<file path="config.mk">
export PLATFORM = sky130hd
export DESIGN_NAME = logic_unit_arbiter
export DESIGN_NICKNAME = d
export VERILOG_FILES = /design/src/rtl/logic_unit_arbiter_pkg.sv /design/src/rtl/rr_arbiter.sv /design/src/rtl/logic_unit_arbiter.sv
export SDC_FILE = /design/constraint.sdc
export NUM_CORES = 1
export LEC_CHECK = 0
export CAP_MARGIN = 25
export CORE_AREA = 2 2 148 150
export DETAILED_ROUTE_END_ITERATION = 12
export DIE_AREA = 0 0 150 152
export GPL_TIMING_DRIVEN = 0
export PLACE_DENSITY = 0.74
export SETUP_SLACK_MARGIN = 0.4
export SYNTH_ARGS = -nofsm -noshare
export SYNTH_HDL_FRONTEND = slang
export SYNTH_SLANG_ARGS = --single-unit
</file>
<file path="constraint.sdc">
create_clock -name clock -period 3.9 [get_ports clock]
set_input_delay 0.78 -clock clock [delete_from_list [all_inputs] [get_ports clock]]
set_output_delay 0.78 -clock clock [all_outputs]
set_load 0.005 [all_outputs]
</file>
<file path="src/rtl/logic_unit_arbiter_pkg.sv">
// Shared types and width constants for the TPU logic-unit issue path.
// Opcode encoding and the per-requester request bundle live here.
package pkg_tpu;

   localparam int WIDTH_DATA  = 32;
   localparam int WIDTH_INDEX = 8;
   localparam int WIDTH_ISSUE = 6;

   typedef enum logic [1:0] {
      LOP_NOT = 2'b00,
      LOP_AND = 2'b01,
      LOP_OR  = 2'b10,
      LOP_XOR = 2'b11
   } logic_op_t;

   typedef struct packed {
      logic_op_t                op;
      logic [WIDTH_DATA-1:0]    data1;
      logic [WIDTH_DATA-1:0]    data2;
      logic [WIDTH_INDEX-1:0]   index;
      logic [WIDTH_ISSUE-1:0]   issue_no;
   } logic_req_t;

endpackage

</file>
<file path="src/rtl/rr_arbiter.sv">
// Round-robin arbiter: searches I_Req starting at I_Ptr, wrapping modulo NUM_REQ,
// and returns a one-hot grant plus its binary id. Purely combinational.
module rr_arbiter #(
   parameter int NUM_REQ  = 4,
   parameter int WIDTH_ID = $clog2(NUM_REQ)
) (
   input  logic [NUM_REQ-1:0]  I_Req,
   input  logic                I_En,
   input  logic [WIDTH_ID-1:0] I_Ptr,
   output logic [NUM_REQ-1:0]  O_Grant,
   output logic [WIDTH_ID-1:0] O_Id
);

   logic                w_found;
   logic [WIDTH_ID-1:0] w_idx;

   always_comb begin
      // NOTE: every output of a combinational block gets a default first, so
      // no path leaves a value unassigned and no latch is inferred.
      O_Grant = '0;
      O_Id    = '0;
      w_found = 1'b0;
      w_idx   = '0;
      for (int i = 0; i < NUM_REQ; i++) begin
         w_idx = WIDTH_ID'((int'(I_Ptr) + i) % NUM_REQ);
         if (I_En && !w_found && I_Req[w_idx]) begin
            O_Grant[w_idx] = 1'b1;
            O_Id           = w_idx;
            w_found        = 1'b1;
         end
      end
   end

endmodule

</file>
<file path="src/rtl/logic_unit_arbiter.sv">
// Shares one NOT/AND/OR/XOR datapath between NUM_REQ issue slots: round-robin
// grant, one-cycle evaluation into a single output register, stall and flush aware.
module logic_unit_arbiter #(
   parameter int NUM_REQ     = 4,
   parameter int WIDTH_DATA  = pkg_tpu::WIDTH_DATA,
   parameter int WIDTH_INDEX = pkg_tpu::WIDTH_INDEX,
   parameter int WIDTH_ISSUE = pkg_tpu::WIDTH_ISSUE
) (
   input  logic                           clock,
   input  logic                           reset,
   input  logic [NUM_REQ-1:0]             I_Req,
   output logic [NUM_REQ-1:0]             O_Ack,
   input  logic [NUM_REQ*2-1:0]           I_OpCode,
   input  logic [NUM_REQ*WIDTH_DATA-1:0]  I_Data1,
   input  logic [NUM_REQ*WIDTH_DATA-1:0]  I_Data2,
   input  logic [NUM_REQ*WIDTH_INDEX-1:0] I_Index,
   input  logic [NUM_REQ*WIDTH_ISSUE-1:0] I_Issue_No,
   input  logic                           I_Flush,
   input  logic                           I_Stall,
   output logic                           O_Valid,
   output logic [WIDTH_DATA-1:0]          O_Data,
   output logic [WIDTH_INDEX-1:0]         O_Index,
   output logic [WIDTH_ISSUE-1:0]         O_Issue_No,
   output logic [$clog2(NUM_REQ)-1:0]     O_Req_Id
);

   import pkg_tpu::*;

   localparam int WIDTH_ID = $clog2(NUM_REQ);

   logic                   r_valid;
   logic [WIDTH_DATA-1:0]  r_data;
   logic [WIDTH_INDEX-1:0] r_index;
   logic [WIDTH_ISSUE-1:0] r_issue;
   logic [WIDTH_ID-1:0]    r_id;
   logic [WIDTH_ID-1:0]    r_ptr;

   logic                   w_en;
   logic                   w_any;
   logic [NUM_REQ-1:0]     w_grant;
   logic [WIDTH_ID-1:0]    w_id;
   logic [WIDTH_ID-1:0]    w_ptr_next;
   logic_op_t              w_op;
   logic [WIDTH_DATA-1:0]  w_d1;
   logic [WIDTH_DATA-1:0]  w_d2;
   logic [WIDTH_DATA-1:0]  w_result;

   // Register is free when empty or draining; reset keeps O_Ack low while asserted.
   assign w_en = reset && !I_Flush && (!r_valid || !I_Stall);

   rr_arbiter #(
      .NUM_REQ  (NUM_REQ),
      .WIDTH_ID (WIDTH_ID)
   ) u_rr_arbiter (
      .I_Req   (I_Req),
      .I_En    (w_en),
      .I_Ptr   (r_ptr),
      .O_Grant (w_grant),
      .O_Id    (w_id)
   );

   assign O_Ack      = w_grant;
   assign w_any      = |w_grant;
   assign w_ptr_next = (int'(w_id) == NUM_REQ - 1) ? '0 : w_id + 1'b1;

   assign w_op = logic_op_t'(I_OpCode[w_id*2 +: 2]);
   assign w_d1 = I_Data1[w_id*WIDTH_DATA +: WIDTH_DATA];
   assign w_d2 = I_Data2[w_id*WIDTH_DATA +: WIDTH_DATA];

   always_comb begin
      w_result = '0;
      case (w_op)
         LOP_NOT: w_result = ~w_d1;
         LOP_AND: w_result = w_d1 & w_d2;
         LOP_OR:  w_result = w_d1 | w_d2;
         LOP_XOR: w_result = w_d1 ^ w_d2;
         default: w_result = '0;
      endcase
   end

   always_ff @(posedge clock or negedge reset) begin
      // NOTE: sequential state uses non-blocking assignments so every register
      // samples pre-edge values and simulation matches the synthesised flops.
      if (!reset) begin
         r_valid <= 1'b0;
         r_data  <= '0;
         r_index <= '0;
         r_issue <= '0;
         r_id    <= '0;
         r_ptr   <= '0;
      end else if (I_Flush) begin
         r_valid <= 1'b0;
         r_data  <= '0;
         r_index <= '0;
         r_issue <= '0;
         r_id    <= '0;
         r_ptr   <= '0;
      end else if (w_any) begin
         r_valid <= 1'b1;
         r_data  <= w_result;
         r_index <= I_Index[w_id*WIDTH_INDEX +: WIDTH_INDEX];
         r_issue <= I_Issue_No[w_id*WIDTH_ISSUE +: WIDTH_ISSUE];
         r_id    <= w_id;
         r_ptr   <= w_ptr_next;
      end else if (!I_Stall) begin
         // Drained with nothing to load: outputs read as zero while invalid.
         r_valid <= 1'b0;
         r_data  <= '0;
         r_index <= '0;
         r_issue <= '0;
         r_id    <= '0;
      end
   end

   assign O_Valid    = r_valid;
   assign O_Data     = r_data;
   assign O_Index    = r_index;
   assign O_Issue_No = r_issue;
   assign O_Req_Id   = r_id;

endmodule

</file>
==> metrics.md <==
| Metric | Value |
|---|---|
| Post-synth ARST share | 100% |
| Commonest non-fill, non-tap cell in the layout | clkdlybuf4s50_1 |
| Worst slew margin | between 50% and 60% |
| Drc violations | 0 |
| First-pass GRT wire length | 42400 um |
| HPWL after detailed placement | ~22000 um |
| Clk_lat worst skew | ~0.30 ns |
| VDD IR-drop max | between 0.2 and 0.25 mV |
| Commonest non-fill, non-tap cells in the layout | clkdlybuf4s50_1, inv_1, mux2i_1, ha_1 |
| Crit Path Class | reg2reg |
| Power Density | between 400 and 500 nW/um2 |
| Total GRT Usage | about a quarter |
| Cell count after synthesis | 808 |
| P_int | ~0.0034 W |
| Root buf cell | clkbuf_16 |
| Synth Cell Area | roughly 7300 um2 |
| Comb power frac | about three quarters |
| Syn Nets | around 1200 |
| Fillers | roughly 1800 |
| Worst Setup End Kind | flop |
| DIE WIDTH | 150 um |
| CP max FO | 10 |
| Clock-pin slew on the worst setup and hold paths | ~0.07 ns |
| Worst Skew | about 0.0055 ns |
| Nets@finish | about 1600 |
| Final Hold Fails | 0 |
| EDFF count, synth | 0 |
| Share of cells above drive strength 1 | between 10% and 20% |
| Max-Cap Viols | 0 |
| Main combinational cell family by area after synthesis | multiplexers |
| R2R Path End | O_Data[2] |
| Post-Synth Simple-Gate Area | roughly 6.0% |
| Synth cell types | between 40 and 50 |
| Final setup viols | 0 |
| Seq/Total Area, Yosys | around 17% |
| Max Clk Rate | ~270 MHz |
| Synth Area in Adders | a little under an eighth |
| Vias per std cell | between 4 and 5 |
| CTS tree | done |
| FF-to-FF Start | r_ptr[0] |
| Prevailing post-synth register cell | dfrtp_1 |
| Mean post-synth cell area | a little over 9 um2 |
| Number of global-route vias before repair | approximately 7700 |
| Core ar. | around 21000 um2 |
| TritonCTS Sinks | slightly above 50 |
| DRC marker count from the first detailed-route iteration | 399 |
| Placer Congestion | ~0.9 |
| Grt met1 use | approximately 29% |
| Startpoint type of the worst setup path | flop |
| Initial antenna violation count | 1 |
| Worst Reg-to-Reg Cells | 16 |
| Unrepaired setup endpoints after global routing | yes |
| Mux cell area share after synthesis | ~40% |
| Minimum clock period | approximately 3.7 ns |
| Final ANT Viol Nets | 0 |
| Htree depth | 2 |
| Largest net degree at the start of global routing | 38 |
| Synth Area in Compound Gates | approximately 7.7% |
| CP arrival | about 3.8 ns |
| Cell row count | 54 |
| Setup TNS Final | 0 ns |
| Die Height | roughly 150 um |
| LEAKAGE | approximately 6.0 nW |
| Worst slew pin tran | 0.666 ns |
| Yosys warns | 0 |
| Routed len/inst | around 19 um |
| Post-Route WL | 28800 um |
| CP startpoint | r_ptr[0] |
| M3 GR Usage | roughly 3.9% |
| Syn-to-layout area delta | 79.0% |
| Ports | approximately 380 |
| Hold Buf Count CTS | 0 |
| Initial Util | roughly 34% |
| DR pass1 iterations | 6 |
| Pins Over Slew Limit | 0 |
| Reg power frac | 14.1% |
| CTS buffer count | 5 |
| Gr busiest metal | met2 |
| Hold Crit Class | in2async |
| Post-synthesis xor/xnor area fraction | less than 1% |
| Ratio of final minimum period to clock period | 93.8% |
| PortBufs | 380 |
| Sw frac | 40.2% |
| Clk network pwr share | under 10% |
| Grt ovf | 0 |
| Met2 Use GR | between 40% and 50% |
| Worst path required time | ~4.1 ns |
| FF-to-FF setup slack | approximately 0.24 ns |
| Total die area | 22800 um2 |
| Vias | roughly 7600 |
| Total power draw | 0.00565 W |
| FF+latch count, synth | between 50 and 60 |
| Run status | finished, final reports clean |
| Net switching power figure | around 0.0023 W |
| CTS max path bufs | 2 |
-- worst max path at each step --
stage | cells past startpoint | to
after floorplan | 12 | O_Data[21]
after CTS | 15 | O_Data[8]
final | 16 | O_Data[2]
after detailed placement | 13 | O_Data[8]
after global routing | 15 | O_Data[8]
after global placement | 13 | O_Data[8]
-- sequential cells by signal, indices dropped and copies added, names as in the netlist --
| name | flops |
|---|---|
| O_Index | 8 |
| O_Data | 32 |
| r_ptr | 2 |
| O_Req_Id | 2 |
| O_Valid | 1 |
| O_Issue_No | 6 |
-- layer usage --
layer  part of all wire (%)  vias up
li1                       -     3622
met4                    2.2        0
met2                     52      275
met5                      0        -
met3                    6.2       33
met1                     40     3645
-- Yosys cell counts, types with 2 or more instances --
cell type	number	area share, %
a211oi_1	2	0.21
a21boi_0	2	0.21
a21oi_1	9	0.62
a221o_1	2	0.27
and2_1	2	0.17
and3_1	3	0.26
buf_2	10	0.68
buf_4	15	1.5
buf_6	14	2.2
clkbuf_1	11	0.56
dfrtp_1	51	17
ha_1	70	12
inv_1	229	12
mux2_2	17	2.6
mux2i_1	192	26
mux4_2	36	11
nand2_1	8	0.41
nand2b_1	2	0.17
nand3_1	49	3.4
nand3b_1	4	0.41
nor2_1	6	0.31
nor2b_1	4	0.34
o21ai_0	16	1.1
o21ai_1	2	0.14
o221ai_1	32	3.8
o31ai_1	2	0.21
or3_1	2	0.17
-- worst max-delay path, stage by stage, from the launching register on --
cell and delay, ns:
dfrtp_2 0.40, buf_8 0.11, clkinvlp_4 0.10, ha_4 0.29, mux4_2 0.53, buf_6 0.16
a211o_1 0.31, nor2_4 0.13, buf_12 0.16, buf_16 0.16, buf_12 0.17, mux2i_4 0.26
mux2i_4 0.11, inv_1 0.08, ha_1 0.23, mux2i_1 0.15, o221ai_1 0.14
-- area by class of cell --
cell class	instances	area, um2	share of cell area (%)
antenna	1	2.50	0.0191
buffer	52	644	4.92
clock buffer	6	139	1.06
clock inverter	2	35.0	0.268
inverter	229	863	6.59
multi-input combinational	476	5400	41.2
sequential	51	1280	9.77
tap	280	350	2.68
timing repair buffer	430	4380	33.5
-- power by group through the flow --
stage               clock (W)  combinational (W)  sequential [W]
global route         0.000566            0.00465        0.000821
global placement            0            0.00339        0.000807
floorplan                   0            0.00213        0.000817
finish               0.000535            0.00431        0.000799
detailed placement          0            0.00347        0.000816
CTS                  0.000548            0.00394        0.000798
-- kinds of logic after synthesis --
kind of cell | after synthesis
mux | 245
buf+inv | 281
simple gates | 84
flops | 51
xor+xnor | 1
fa+ha+maj | 70
compound gates | 76
-- what timing repair did --
| item | in CTS | in global routing |
|---|---|---|
| resized for setup | 128 | 92 |
| setup buffers | 25 | 16 |
| gates cloned | 4 | 4 |
| setup endpoints to repair | 54 | 52 |
| pin swaps | 7 | 18 |
-- stage by stage --
step / utilization, % / cell area, um2 / setup WS [ns] / hold WS, ns / cells
final: 61.3 / 13100 / 0.243 / 0.402 / 1527
after global routing: 61.3 / 13100 / 0.114 / 0.417 / 1527
after CTS: 58.6 / 12500 / 0.266 / 0.402 / 1506
after detailed placement: 54.0 / 11500 / -0.941 / 0.490 / 1469
after global placement: 54.0 / 11500 / -2.48 / 0.483 / 1468
after floorplan: - / 7370 / 0.382 / 0.484 / 808
No activity file was read; power rests on OpenSTA's default activity.
